<file path="config.mk">
export PLATFORM = sky130hd
export DESIGN_NAME = temp_sample_conv
export DESIGN_NICKNAME = d
export VERILOG_FILES = /design/src/rtl/temp_sample_conv.sv
export SDC_FILE = /design/constraint.sdc
export NUM_CORES = 1
export LEC_CHECK = 0
export CAP_MARGIN = 15
export CORE_ASPECT_RATIO = 1.25
export CORE_MARGIN = 1.5
export CORE_UTILIZATION = 40
export DETAILED_ROUTE_END_ITERATION = 6
export PLACE_DENSITY_LB_ADDON = 0.12
export SYNTH_ARGS = -nofsm -noshare
export SYNTH_HDL_FRONTEND = slang
export SYNTH_SLANG_ARGS = --single-unit
</file>
<file path="constraint.sdc">
create_clock -name clk -period 2.45 [get_ports clk]
set_input_delay 0.245 -clock clk [delete_from_list [all_inputs] [get_ports clk]]
set_output_delay 0.245 -clock clk [all_outputs]
set_load 0.01 [all_outputs]
</file>
<file path="src/rtl/temp_sample_conv.sv">
`default_nettype none
// ============================================================================
// Module   : temp_sample_conv
// Brief    : Block-averages DS18B20 temperature words and converts the average
//            to clamped integer Celsius and Fahrenheit display registers.
// Revision : 1.0 - initial release
// ============================================================================
module temp_sample_conv #(
    parameter int AVG_LOG2 = 3
) (
    input  logic        clk,
    input  logic        rst,
    input  logic        raw_valid,
    input  logic [15:0] raw_temp,
    output logic [7:0]  c_val,
    output logic [7:0]  f_val,
    output logic        upd,
    output logic        busy,
    output logic        overrun
);

    localparam int              ACC_W      = 16 + AVG_LOG2;
    localparam int              N_W        = (AVG_LOG2 == 0) ? 1 : AVG_LOG2;
    localparam logic [N_W-1:0]  C_N_LAST   = N_W'((1 << AVG_LOG2) - 1);
    localparam logic [3:0]      C_DIV_LAST = 4'd9;
    localparam logic [7:0]      C_C_MAX    = 8'd99;
    localparam logic [7:0]      C_F_OFFSET = 8'd32;

    typedef enum logic [2:0] {
        S_ACC    = 3'd0,
        S_AVG    = 3'd1,
        S_MUL    = 3'd2,
        S_DIV    = 3'd3,
        S_COMMIT = 3'd4
    } state_t;

    state_t                   r_state;
    state_t                   w_next;
    logic signed [ACC_W-1:0]  r_acc;
    logic [N_W-1:0]           r_n;
    logic [7:0]               r_c_tmp;
    logic [9:0]               r_num;
    logic [7:0]               r_q;
    logic [3:0]               r_rem;
    logic [3:0]               r_step;
    logic [7:0]               r_c_val;
    logic [7:0]               r_f_val;
    logic                     r_upd;
    logic                     r_overrun;

    logic signed [ACC_W-1:0]  w_sample;
    logic signed [ACC_W:0]    w_acc_ext;
    logic signed [ACC_W:0]    w_avg;
    logic signed [ACC_W:0]    w_rnd;
    logic signed [ACC_W:0]    w_c_raw;
    logic                     w_neg;
    logic                     w_big;
    logic [7:0]               w_c_clamp;
    logic [9:0]               w_num;
    logic [4:0]               w_shift;
    logic                     w_ge;
    logic [3:0]               w_rem_next;
    logic                     w_last;

    assign w_sample  = ACC_W'($signed(raw_temp));
    assign w_last    = (r_n == C_N_LAST);

    // One extra bit keeps the +8 rounding term from overflowing at full scale.
    assign w_acc_ext = {r_acc[ACC_W-1], r_acc};
    assign w_avg     = w_acc_ext >>> AVG_LOG2;
    assign w_rnd     = w_avg + (ACC_W+1)'(8);
    assign w_c_raw   = w_rnd >>> 4;
    assign w_neg     = w_c_raw[ACC_W];
    assign w_big     = !w_neg && (w_c_raw[ACC_W-1:0] > ACC_W'(99));
    assign w_c_clamp = w_neg ? 8'd0 : (w_big ? C_C_MAX : w_c_raw[7:0]);

    assign w_num      = (10'(r_c_tmp) << 3) + 10'(r_c_tmp) + 10'd2;
    assign w_shift    = {r_rem, r_num[9]};
    assign w_ge       = (w_shift >= 5'd5);
    assign w_rem_next = w_ge ? 4'(w_shift - 5'd5) : w_shift[3:0];

    always_ff @(posedge clk) begin
        if (rst) begin
            r_state <= S_ACC;
        end else begin
            r_state <= w_next;
        end
    end

    always_comb begin
        w_next = r_state;
        case (r_state)
            S_ACC:    if (raw_valid && w_last) w_next = S_AVG;
            S_AVG:    w_next = S_MUL;
            S_MUL:    w_next = S_DIV;
            S_DIV:    if (r_step == C_DIV_LAST) w_next = S_COMMIT;
            S_COMMIT: w_next = S_ACC;
            default:  w_next = S_ACC;
        endcase
    end

    always_ff @(posedge clk) begin
        if (rst) begin
            r_acc     <= '0;
            r_n       <= '0;
            r_c_tmp   <= '0;
            r_num     <= '0;
            r_q       <= '0;
            r_rem     <= '0;
            r_step    <= '0;
            r_c_val   <= '0;
            r_f_val   <= C_F_OFFSET;
            r_upd     <= 1'b0;
            r_overrun <= 1'b0;
        end else begin
            r_upd <= 1'b0;
            if (raw_valid && busy) begin
                r_overrun <= 1'b1;
            end
            case (r_state)
                S_ACC: begin
                    if (raw_valid) begin
                        r_acc <= r_acc + w_sample;
                        r_n   <= w_last ? '0 : r_n + N_W'(1);
                    end
                end
                S_AVG: begin
                    r_c_tmp <= w_c_clamp;
                    r_acc   <= '0;
                end
                S_MUL: begin
                    r_num  <= w_num;
                    r_q    <= '0;
                    r_rem  <= '0;
                    r_step <= '0;
                end
                S_DIV: begin
                    // Quotient never exceeds 178, so the top two bits are always 0.
                    r_num  <= {r_num[8:0], 1'b0};
                    r_rem  <= w_rem_next;
                    r_q    <= {r_q[6:0], w_ge};
                    r_step <= r_step + 4'd1;
                end
                S_COMMIT: begin
                    r_c_val <= r_c_tmp;
                    r_f_val <= r_q + C_F_OFFSET;
                    r_upd   <= 1'b1;
                end
                default: ;
            endcase
        end
    end

    assign busy    = (r_state != S_ACC);
    assign c_val   = r_c_val;
    assign f_val   = r_f_val;
    assign upd     = r_upd;
    assign overrun = r_overrun;

endmodule
`default_nettype wire

</file>
==> results of run 1 <==
[worst min path at each step]
| stage | startpoint | endpoint | slack (ns) | cells after the start |
|---|---|---|---|---|
| floorplan | raw_valid | overrun$_SDFFE_PP0P_ | 0.39 | 2 |
| global placement | r_num[3]$_SDFFE_PP0N_ | r_num[3]$_SDFFE_PP0N_ | 0.44 | 2 |
| detailed placement | r_num[3]$_SDFFE_PP0N_ | r_num[3]$_SDFFE_PP0N_ | 0.44 | 2 |
| CTS | rst | r_acc[1]$_SDFFE_PP0P_ | 0.22 | 2 |
| global route | rst | r_acc[1]$_SDFFE_PP0P_ | 0.22 | 2 |
| finish | rst | r_acc[3]$_SDFFE_PP0P_ | 0.22 | 2 |
[cell usage after synthesis (2+ instances only)]
master    instances  area share
and3_1            9       0.013
or4_1             2      0.0034
o31a_1            2      0.0039
nor4_1            2      0.0028
or3_1             2      0.0028
o31ai_2           2      0.0056
xnor2_1          19       0.037
inv_1             8      0.0068
nand3b_1          5      0.0084
o31ai_1           2      0.0034
nand4_1           2      0.0028
a21oi_1          64       0.072
a211oi_2          2      0.0056
a31oi_1           6      0.0084
nand2_1          92       0.078
dfxtp_1          77        0.35
o21ai_1           2      0.0023
or2_2             2      0.0028
nand2b_1          2      0.0028
nor3_1           14       0.016
nor2_1           45       0.038
o21a_1            7       0.012
o21ai_0          24       0.027
and2_1            8       0.011
a22o_1           10       0.020
buf_2             4      0.0045
mux2i_1           3      0.0068
xor2_1            9       0.018
clkbuf_1         24       0.020
o211ai_1          8       0.014
a21o_1           15       0.025
ha_1             32       0.090
a211oi_1         12       0.020
nor2b_1           2      0.0028
nand3_1          23       0.026
[where the power goes]
group	internal, mW	total, mW	switching (mW)
logic	0.459	0.971	0.512
registers	1.34	1.45	0.110
clock network	0.876	1.40	0.528
[through the flow]
| stage | util | hold WS [ns] | worst slack (ns) | area, um2 | setup TNS [ns] |
|---|---|---|---|---|---|
| final | 0.501 | 0.219 | 0.168 | 5370 | 0 |
| after global routing | 0.501 | 0.217 | -0.00260 | 5370 | -0.00260 |
| after CTS | 0.500 | 0.217 | 0.0955 | 5360 | 0 |
| after detailed placement | 0.470 | 0.445 | -0.253 | 5040 | -1.52 |
| after global placement | 0.470 | 0.440 | -0.231 | 5040 | -1.15 |
| after floorplan | - | 0.386 | 0.280 | 4440 | 0 |
[flip-flops by register name (all words and copies together) (netlist names), 3 cells and up]
register  flops
r_num        10
r_acc        19
r_n           3
r_step        4
r_state       3
c_val         8
r_rem         4
f_val         8
r_c_tmp       8
r_q           8
[worst max-delay path: stages]
cell and delay (ns):
clkdlybuf4s50_1 0.46, ha_1 0.16, inv_1 0.05, fa_1 0.43, nor2b_4 0.15, o31ai_2 0.08, a31oi_2 0.27, a22o_1 0.25
a211oi_2 0.09, xnor2_1 0.13, a22o_1 0.19
[repair_timing]
item / CTS / global route
buffers inserted: 0 / 0
gates resized for setup: 0 / 3
endpoints found under the setup margin: 0 / 5
[cells by family after synthesis]
kind of cell               after synthesis  synth area share
AOI/OAI and AO/OA                      168             0.242
xor gates and xnor gates                28            0.0552
adders and majority gates               33            0.0946
buffers and inverters                   37            0.0324
DFF                                     77             0.347
muxes                                    3           0.00676
and+or+nand+nor                        215             0.222
[cells in the final DEF (no fill, tap or decap), types with 9 or more instances in the layout]
| master | count |
|---|---|
| nand2_1 | 92 |
| dfxtp_1 | 77 |
| a21oi_1 | 64 |
| nor2_1 | 45 |
| clkdlybuf4s50_1 | 36 |
| ha_1 | 32 |
| o21ai_0 | 24 |
| buf_4 | 24 |
| nand3_1 | 23 |
| xnor2_1 | 19 |
| a21o_1 | 15 |
| nor3_1 | 14 |
| a211oi_1 | 11 |
| a22o_1 | 10 |
| and3_1 | 9 |
| xor2_1 | 9 |
| clkbuf_16 | 9 |
[final cells by class]
cell class,count,area [um2]
repair buffers,61,546
well taps,132,165
fillers,1068,5350
flip-flops and latches,77,1540
multi-input cells,447,2770
inverters,8,30.0
clock inverters,4,55.1
clock buffers,12,267
[metal layers]
metal | part of all wire | global-route usage | vias up
li1 | - | - | 2097
met2 | 0.52 | 0.341 | 57
met5 | 0 | 0 | -
met1 | 0.44 | 0.208 | 1857
met3 | 0.024 | 0.0353 | 13
met4 | 0.014 | 0.0652 | 0
==> out/qor.csv, run 1 <==
metric,value,unit
fp.coreArea,10700,um2
async_flop_share,0,
final_cells,741,
holdBufCountCts,0,
cp.required,2.68,ns
numCtsBuffers,9,
layout_min_cycle_time,2.28,ns
cp-startpoint,raw_temp[0],
setup_viol_count_final,0,
vdd_drop_max,331,uV
ys_ff_latch,77,
p_leak,2.19,nW
antenna_found_initial,0,
worstMarginPinSlew,0.686,ns
vias_per_cell,5.43,
routed_wl,10.2,mm
worst-setup-path-type,in2reg,
grt_use_total,0.183,
hold_viol_final,0,
drtPass1Iterations,6,
avgSynthCellArea,7.92,um2
hold_class,in2reg,
drt_first_iter_violations,127,
max_clock_freq,438,MHz
grt_pass1_wl,17.7,mm
antenna_left,0,
die_w,97.3,um
io_pins,38,
crit-reg2reg-launch,r_acc[0]$_SDFFE_PP0P_,
crit_path_end,r_acc[14]$_SDFFE_PP0P_,
die_area,11800,um2
synth.distinct_cells,54,
rsz0062_at_grt,true,
num_rows,42,
slew_viol_final,0,
period_share,0.931,
drc_errors,0,
rrSetupSlack,0.20,ns
finalPower,3.82,mW
cp-start-kind,input port,
wire_per_inst,13.8,um
h-tree-depth,3,
vias,4024,
grt_max_degree,56,
cts_tree,built,
die_h,121,um
netlist_area,4440,um2
root_buffer,clkbuf_16,
seq_area_frac_synth,0.347,
dp_hpwl,7.49,mm
p_per_area,711,nW/um2
final_nets,656,
syn2layout_area_growth,20.9,%
path_max_fanout,3,
synth-edff-count,0,
relSlewSlack,0.543,
drive_gt1_frac,0.0854,
grt_pass1_vias,3907,
cts.sinks,77,
maxCapViolations,0,
io_buffers,37,
syn_nets,613,
yosysWarnings,0,
diodes,0,
crit_arrival,2.51,ns
worstRegToRegCells,10,
worstReg2RegEnd,r_acc[14]$_SDFFE_PP0P_,
ys.flop_type,dfxtp_1,
syn_inst,561,
fin_skew,0.00623,ns
clkLatencyLatePin,0.34,ns
status,"finished, final reports clean",
clkTransAtPathRegs,0.06,ns
end_kind,flip-flop,
place.gp.congestion,0.835,
initial_core_util,0.414,
clk_path_buf_depth,2,
grt.overflow.total,0,
dpl.cell_count,725,
Note: power is estimated with default switching activity, not from simulation.
==> run 2, diff against run 1 <==
Settings changed: PLACE_DENSITY set to 0.7, PLACE_DENSITY_LB_ADDON 0.12 to unset.
==> out/qor.csv, run 2 (synthesized netlist as in run 1, its figures left out) <==
metric,value,unit
cp-start-kind,input port,
hold_class,in2reg,
max_clock_freq,441,MHz
crit_arrival,2.49,ns
period_share,0.925,
antenna_left,0,
crit-reg2reg-launch,r_acc[0]$_SDFFE_PP0P_,
setup_ws,0.183,ns
slew_viol_final,0,
vias_per_cell,5.51,
relSlewSlack,0.605,
root_buffer,clkbuf_16,
final_cell_mix,"nand2_1, dfxtp_1, a21oi_1, nor2_1, clkdlybuf4s50_1",
drtPass1Iterations,4,
syn2layout_area_growth,23.2,%
die_w,97.3,um
power.switching,1.12,mW
numCtsBuffers,9,
cp-startpoint,raw_temp[0],
holdBufCountCts,0,
hold_path_depth,2,
routed_wl,9.95,mm
hold_viol_final,0,
grt_use_total,0.175,
holdPathEnd,r_step[1]$_SDFFE_PP0N_,
io_buffers,37,
cts_tree,built,
die_h,121,um
cp_num_buf_inv,3,
rsz0062_at_grt,false,
top_regs,"r_acc (19), r_num (10)",
sw_frac_of_total,0.278,
crit_family,compound AO/OA/AOI/OAI gates,
wire_per_inst,13.3,um
grt_pass1_vias,3891,
worstMarginPinSlew,0.592,ns
path_max_fanout,3,
initial_core_util,0.414,
crit_chain,clkdlybuf4s50_1 > ha_1 > inv_1 > fa_2 > nor2b_4 > o31ai_4 > a31oi_2 > buf_4 > a211oi_2 > mux2i_1 > a21o_1 > a21oi_1,
place.gp.congestion,0.869,
setup-tns-final,0,ns
rrSetupSlack,0.21,ns
io_pins,38,
worstReg2RegEnd,r_acc[18]$_SDFFE_PP0P_,
p_leak,2.24,nW
slowest_delay,0.40,ns
grt_pass1_wl,17.1,mm
antenna_found_initial,0,
final_common_cell,nand2_1,
diodes,0,
p_int,2.92,mW
grt_max_degree,42,
fin_skew,0.00295,ns
setup_viol_count_final,0,
drt_first_iter_violations,117,
clk_path_buf_depth,2,
clkTransAtPathRegs,0.06,ns
maxCapViolations,0,
clkLatencyLatePin,0.33,ns
worst-setup-path-type,in2reg,
die_area,11800,um2
vias,4111,
grt.overflow.total,0,
p_per_area,739,nW/um2
pre_cts_slack,-0.248,ns
dp_hpwl,7.35,mm
worstRegToRegCells,11,
dpl_cell_area,5080,um2
layout_min_cycle_time,2.27,ns
num_rows,42,
h-tree-depth,3,
drc_errors,0,
top_register,r_acc,
fin_area,5470,um2
drive_gt1_frac,0.0945,
largest_reg_flops,19,
end_kind,flip-flop,
cp.required,2.67,ns
fp.coreArea,10700,um2
crit_path_top_delay_cell,clkdlybuf4s50_1,
cts.sinks,77,
pwr-share-clk,0.399,
min_from,rst,
pwr-share-comb,0.243,
p_seq_frac,0.358,
status,"finished, final reports clean",
final_nets,662,
vdd_drop_max,322,uV
## run 2: metrics by stage
stage	std cells	hold slack (ns)	total power, mW	util
after global placement	731	0.439	2.41	0.474
final	746	0.190	4.05	0.511
after floorplan	561	0.386	2.15	-
after detailed placement	731	0.446	2.44	0.474
after global routing	746	0.194	4.27	0.511
after CTS	746	0.185	4.06	0.508
## run 2: worst register-to-register path, stage by stage, from the launching register on
cell	delay, ns
dfxtp_1	0.31
ha_1	0.20
inv_1	0.07
fa_2	0.24
nor2b_4	0.06
o31ai_4	0.19
a31oi_2	0.15
buf_4	0.18
a211oi_2	0.25
mux2i_1	0.28
a21o_1	0.14
a21oi_1	0.06
## run 2: worst max-delay path by stage
stage,end,cells after the start
after CTS,r_acc[18]$_SDFFE_PP0P_,12
final,r_acc[18]$_SDFFE_PP0P_,12
after global placement,r_acc[18]$_SDFFE_PP0P_,12
after detailed placement,r_acc[18]$_SDFFE_PP0P_,12
after floorplan,r_acc[14]$_SDFFE_PP0P_,10
after global routing,r_num[9]$_SDFFE_PP0N_,8
## run 2: layer usage
metal / GRT usage / wire length [um] / vias up
met3: 0.0277 / 247 / 25
li1: - / - / 2100
met2: 0.318 / 5000 / 75
met1: 0.201 / 4440 / 1911
met4: 0.0848 / 264 / 0
met5: 0 / 0 / -
## run 2: final cells by class
class	count	area [um2]
clock inverters	4	120
clock buffers	11	243
fillers	1021	5250
repair buffers	67	591
well taps	132	165
inverters	8	30.0
multi-input cells	447	2780
flip-flops and latches	77	1540
## run 2: timing repair
| item | 4_1_cts | 5_1_grt |
|---|---|---|
| resized for setup | 0 | 5 |
| setup buffers | 0 | 0 |
| endpoints found under the setup margin | 0 | 4 |
## run 2: power groups by stage
stage,clock [mW],combinational [mW],sequential [mW]
final,1.61,0.984,1.45
after global routing,1.70,1.10,1.46
after global placement,0,0.945,1.47
after detailed placement,0,0.968,1.47
after CTS,1.64,0.974,1.45
after floorplan,0,0.719,1.43
==> run 3, diff against run 2 <==
Settings changed: CORE_UTILIZATION 40 to 58, PLACE_DENSITY 0.7 to 0.91.
==> out/qor.csv, run 3 (synthesized netlist as in run 1, its figures left out) <==
metric,value,unit
cts.sinks,77,
period_share,0.945,
hold_class,in2reg,
io_buffers,37,
die_h,101,um
fin_skew,0.0119,ns
cp.required,2.70,ns
vias,4151,
final_nets,651,
top_register,r_acc,
status,"finished, final reports clean",
fp.coreArea,7400,um2
initial_core_util,0.600,
grt_max_degree,47,
p_leak,2.10,nW
clk_path_buf_depth,2,
vias_per_cell,5.96,
hold_viol_final,0,
numCtsBuffers,9,
drc_errors,0,
layout_min_cycle_time,2.32,ns
final_common_cell,nand2_1,
place.gp.congestion,0.878,
grt_pass1_wl,16.9,mm
grt.overflow.total,0,
final_cells,696,
root_buffer,clkbuf_8,
largest_reg_flops,19,
wire_per_inst,14.4,um
worstMarginPinSlew,0.709,ns
p_per_area,669,nW/um2
drive_gt1_frac,0.0728,
dpl.cell_count,680,
die_area,8200,um2
io_pins,38,
die_w,81.3,um
cts_tree,built,
clkLatencyLatePin,0.36,ns
setup_viol_count_final,0,
syn2layout_area_growth,16.4,%
dp_hpwl,7.36,mm
grt_use_total,0.261,
final_cell_mix,"nand2_1, dfxtp_1, a21oi_1, nor2_1, clkdlybuf4s50_1",
grt_pass1_vias,3921,
routed_wl,10.1,mm
antenna_left,0,
relSlewSlack,0.528,
path_max_fanout,3,
top_regs,"r_acc (19), r_num (10)",
end_kind,flip-flop,
holdBufCountCts,0,
drt_first_iter_violations,198,
h-tree-depth,3,
clkTransAtPathRegs,0.09,ns
slew_viol_final,0,
crit_arrival,2.56,ns
drtPass1Iterations,4,
max_clock_freq,432,MHz
antenna_found_initial,0,
vdd_drop_max,498,uV
num_rows,35,
worst-setup-path-type,in2reg,
cp-start-kind,input port,
maxCapViolations,0,
diodes,0,
final_core_util,0.699,
-- run 3: changes by cell type in the layout (fill, tap and decap cells not counted), moves of 2 or more --
cell        delta
clkbuf_8       +8
clkbuf_16      -9
bufinv_16      -2
clkinvlp_4     +2
buf_4         -11
-- run 3: report_power, final --
part,switching [mW],leakage [nW],internal (mW)
Combinational,0.517,1.37,0.437
Clock,0.473,0.100,0.578
Sequential,0.122,0.625,1.33
Total,1.11,2.10,2.35
-- run 3: final timing paths --
| kind | slack [ns] | startpoint | to | depth (start not counted) |
|---|---|---|---|---|
| max | 0.13 | raw_temp[0] | r_acc[16]$_SDFFE_PP0P_ | 11 |
| min | 0.31 | rst | r_n[2]$_SDFFE_PP0P_ | 3 |
| max reg2reg | 0.14 | r_acc[0]$_SDFFE_PP0P_ | r_acc[16]$_SDFFE_PP0P_ | 10 |
| min reg2reg | 0.46 | c_val[2]$_SDFFE_PP0P_ | c_val[2]$_SDFFE_PP0P_ | 2 |
-- run 3: timing repair --
action,4_1_cts,5_1_grt
resized for setup,0,1
endpoints found under the setup margin,0,3
buffers inserted,0,0
-- run 3: layout make-up --
type	instances	area (um2)
clock buffer	11	131
inverter	8	30.0
sequential	77	1540
timing repair buffer	56	508
multi-input combinational	447	2760
tap	92	115
fill	576	2230
clock inverter	5	83.8
-- run 3: per-layer routing --
metal,global-route usage,part of all wire,vias up
li1,-,-,2077
met1,0.292,0.42,1946
met2,0.468,0.52,100
met3,0.0416,0.031,28
met4,0.126,0.030,0
met5,0,0,-
-- run 3: worst max-delay path, cell delays in order --
cell and delay, ns:
clkdlybuf4s50_1 0.46, ha_1 0.18, inv_1 0.06, fa_1 0.43, nor2b_4 0.15, o31ai_2 0.09
a31oi_2 0.25, a22o_1 0.26, o31ai_2 0.10, xnor2_1 0.14, a22o_1 0.19
-- run 3: through the flow --
step	worst slack (ns)	hold slack (ns)	setup TNS (ns)	power [mW]	cell area, um2
finish	0.134	0.314	0	3.46	5170
global route	-0.00668	0.332	-0.00668	3.64	5170
CTS	0.103	0.315	0	3.44	5170
detailed placement	-0.261	0.444	-1.23	2.41	4950
global placement	-0.196	0.439	-0.903	2.36	4950
floorplan	0.280	0.386	0	2.15	4440
==> variant (settings of run 2) <==
Add an input register stage for `raw_valid` and `raw_temp`; this delays them by one clock.
--- a/src/rtl/temp_sample_conv.sv
+++ b/src/rtl/temp_sample_conv.sv
@@ -34,6 +34,14 @@
         S_COMMIT = 3'd4
     } state_t;
 
+    logic raw_valid_q;
+    logic [15:0] raw_temp_q;
+
+    always_ff @(posedge clk) begin
+        raw_valid_q <= raw_valid;
+        raw_temp_q  <= raw_temp;
+    end
+
     state_t                   r_state;
     state_t                   w_next;
     logic signed [ACC_W-1:0]  r_acc;
@@ -62,7 +70,7 @@
     logic [3:0]               w_rem_next;
     logic                     w_last;
 
-    assign w_sample  = ACC_W'($signed(raw_temp));
+    assign w_sample  = ACC_W'($signed(raw_temp_q));
     assign w_last    = (r_n == C_N_LAST);
 
     // One extra bit keeps the +8 rounding term from overflowing at full scale.
@@ -90,7 +98,7 @@
     always_comb begin
         w_next = r_state;
         case (r_state)
-            S_ACC:    if (raw_valid && w_last) w_next = S_AVG;
+            S_ACC:    if (raw_valid_q && w_last) w_next = S_AVG;
             S_AVG:    w_next = S_MUL;
             S_MUL:    w_next = S_DIV;
             S_DIV:    if (r_step == C_DIV_LAST) w_next = S_COMMIT;
@@ -114,12 +122,12 @@
             r_overrun <= 1'b0;
         end else begin
             r_upd <= 1'b0;
-            if (raw_valid && busy) begin
+            if (raw_valid_q && busy) begin
                 r_overrun <= 1'b1;
             end
             case (r_state)
                 S_ACC: begin
-                    if (raw_valid) begin
+                    if (raw_valid_q) begin
                         r_acc <= r_acc + w_sample;
                         r_n   <= w_last ? '0 : r_n + N_W'(1);
                     end
Behaviour: not the same (Yosys sat finds a counterexample within 10 cycles, from zero or initial values and one cycle with rst high).
==> variant against run 2 <==
Sequential cell count rose by 17. Final area rose by 2.7%. Worst setup slack got worse by 91 ps. Clock power fell by 2%. Cell count fell by 0.67%. Via count fell by 0.71%. Count of clock-buffer cells in the layout fell by 1. Wire length rose by 4.0%. Die area rose by 6.1%. Combinational power fell by 2.7%. Power rose by 5.1%. Area after synthesis rose by 6.3%.
==> variant: results (changes against run 2) <==
Clock tree
  – # H-tree levels: 3 (unchanged)
  – CTS max path bufs: 2 (unchanged)
  – Clock slew at the register clock pins of the worst setup and hold paths: 60 ps (about the same)

Worst setup path
  – Critical Path AT: 2590 ps (+100 ps)
  – Crit Path Max Fanout: 3 (unchanged)

Final layout
  – Fin nets: 650 (-1.8%)
  – Layout cells sized above 1: 8.29% (-1.2 points)
  – Fillers: 1122 (+9.9%)
  – Largest registers: r_acc (19), raw_temp_q (16), r_num (10)

Route
  – DR vias/cell: 5.51 (about the same)
  – Drt wl/cell: 14.0 um (+4.7%)
  – Pre-antenna DRT Iters: 4 (unchanged)
  – Initial drt markers: 122 (+4.3%)

Placement
  – Placed Area: 5230 um^2 (+2.9%)
  – Detail Placement HPWL: 7400 um (+0.76%)
  – Gpl congestion: 0.936 (+7.6%)
  – Port bufs: 37 (unchanged)

Global routing
  – Total GRT Usage: 17.4% (-0.19 points)
  – Largest net degree at the start of global routing: 57 (+36%)
  – Vias in the first global route: 4026 (+3.5%)
  – First-pass GRT wire length: 17800 um (+3.9%)

Synthesis
  – Commonest cells in the netlist: dfxtp_1, nand2_1, a21oi_1
  – Unique masters post-synth: 63 (+17%)
  – Top cells by area, synth: dfxtp_1, ha_1, a21oi_1
  – Syn Nets: 616 (+0.49%)
  – Sequential area share after synthesis: 39.8% (+5.1 points)

Power and ir drop
  – Pwr dens: 756 nW/um^2 (+2.3%)
  – Peak VDD IR: 0.000390 V (+21%)
  – P_leak: 2.22 nW (-0.84%)

Timing
  – Measured slew at the worst slew-check pin: 641 ps (+48.8 ps)
  – Final Skew: 5.47 ps (+2.51 ps)

Run status
  – Outcome: finished, final reports clean
-- variant: repair_timing --
item / CTS / global route
pin swaps: 0 / 3
endpoints found under the hold margin: 0 / 0
setup buffers: 0 / 2
setup endpoints to repair: 3 / 4
gates resized for setup: 2 / 6
-- variant: per-stage QoR --
step / std cells / hold WS (ps) / setup slack (ps) / setup TNS (ps)
floorplan: 564 / 273 / 277 / 0
detailed placement: 723 / 447 / -27.0 / -48.1
global placement: 723 / 442 / 76.1 / 0
CTS: 739 / 225 / 98.3 / 0
finish: 741 / 226 / 91.7 / 0
global route: 741 / 240 / -1.89 / -1.89
-- variant: cells by family after synthesis --
group                      share of synthesized area [%]
and+or+nand+nor                                     20.0
DFF                                                 39.8
buffers and inverters                               3.58
AOI/OAI and AO/OA                                   21.6
xor gates and xnor gates                            5.19
muxes                                              0.848
adders and majority gates                           8.90
-- variant: layout make-up --
cell class	instances	share of cell area (%)
clock buffer	10	4.07
clock inverter	6	1.94
inverter	11	0.734
multi-input combinational	430	48.2
sequential	94	33.5
tap	138	3.07
timing repair buffer	52	8.50
-- variant: power by group --
group | internal, mW | switching (mW)
Clock | 0.997 | 0.569
Combinational | 0.413 | 0.544
Sequential | 1.63 | 0.101
Total | 3.04 | 1.21
-- variant: final timing paths --
path                          from                endpoint  slack (ps)  cells past startpoint
max          r_acc[0]$_SDFFE_PP0P_  r_acc[18]$_SDFFE_PP0P_          90                     10
min                            rst   r_num[0]$_SDFFE_PP0N_         230                      2
max reg2reg  r_acc[0]$_SDFFE_PP0P_  r_acc[18]$_SDFFE_PP0P_          90                     10
min reg2reg  r_num[3]$_SDFFE_PP0N_   r_num[3]$_SDFFE_PP0N_         450                      2
-- variant: layer usage --
| metal | routed length, um | vias up | track usage (%) |
|---|---|---|---|
| met5 | 0 | - | 0 |
| met4 | 206 | 0 | 5.88 |
| met3 | 275 | 17 | 3.48 |
| met2 | 5460 | 66 | 31.8 |
| met1 | 4400 | 1927 | 19.7 |
| li1 | - | 2072 | - |
-- variant: worst max-delay path, stage by stage, from the launching register on --
cell and delay, ps:
dfxtp_1 330, ha_2 200, inv_1 60, fa_1 380
and2b_2 250, o21ai_2 80, o22ai_4 170, a21bo_2 200
mux2i_2 250, a211oi_1 110, a41o_1 220
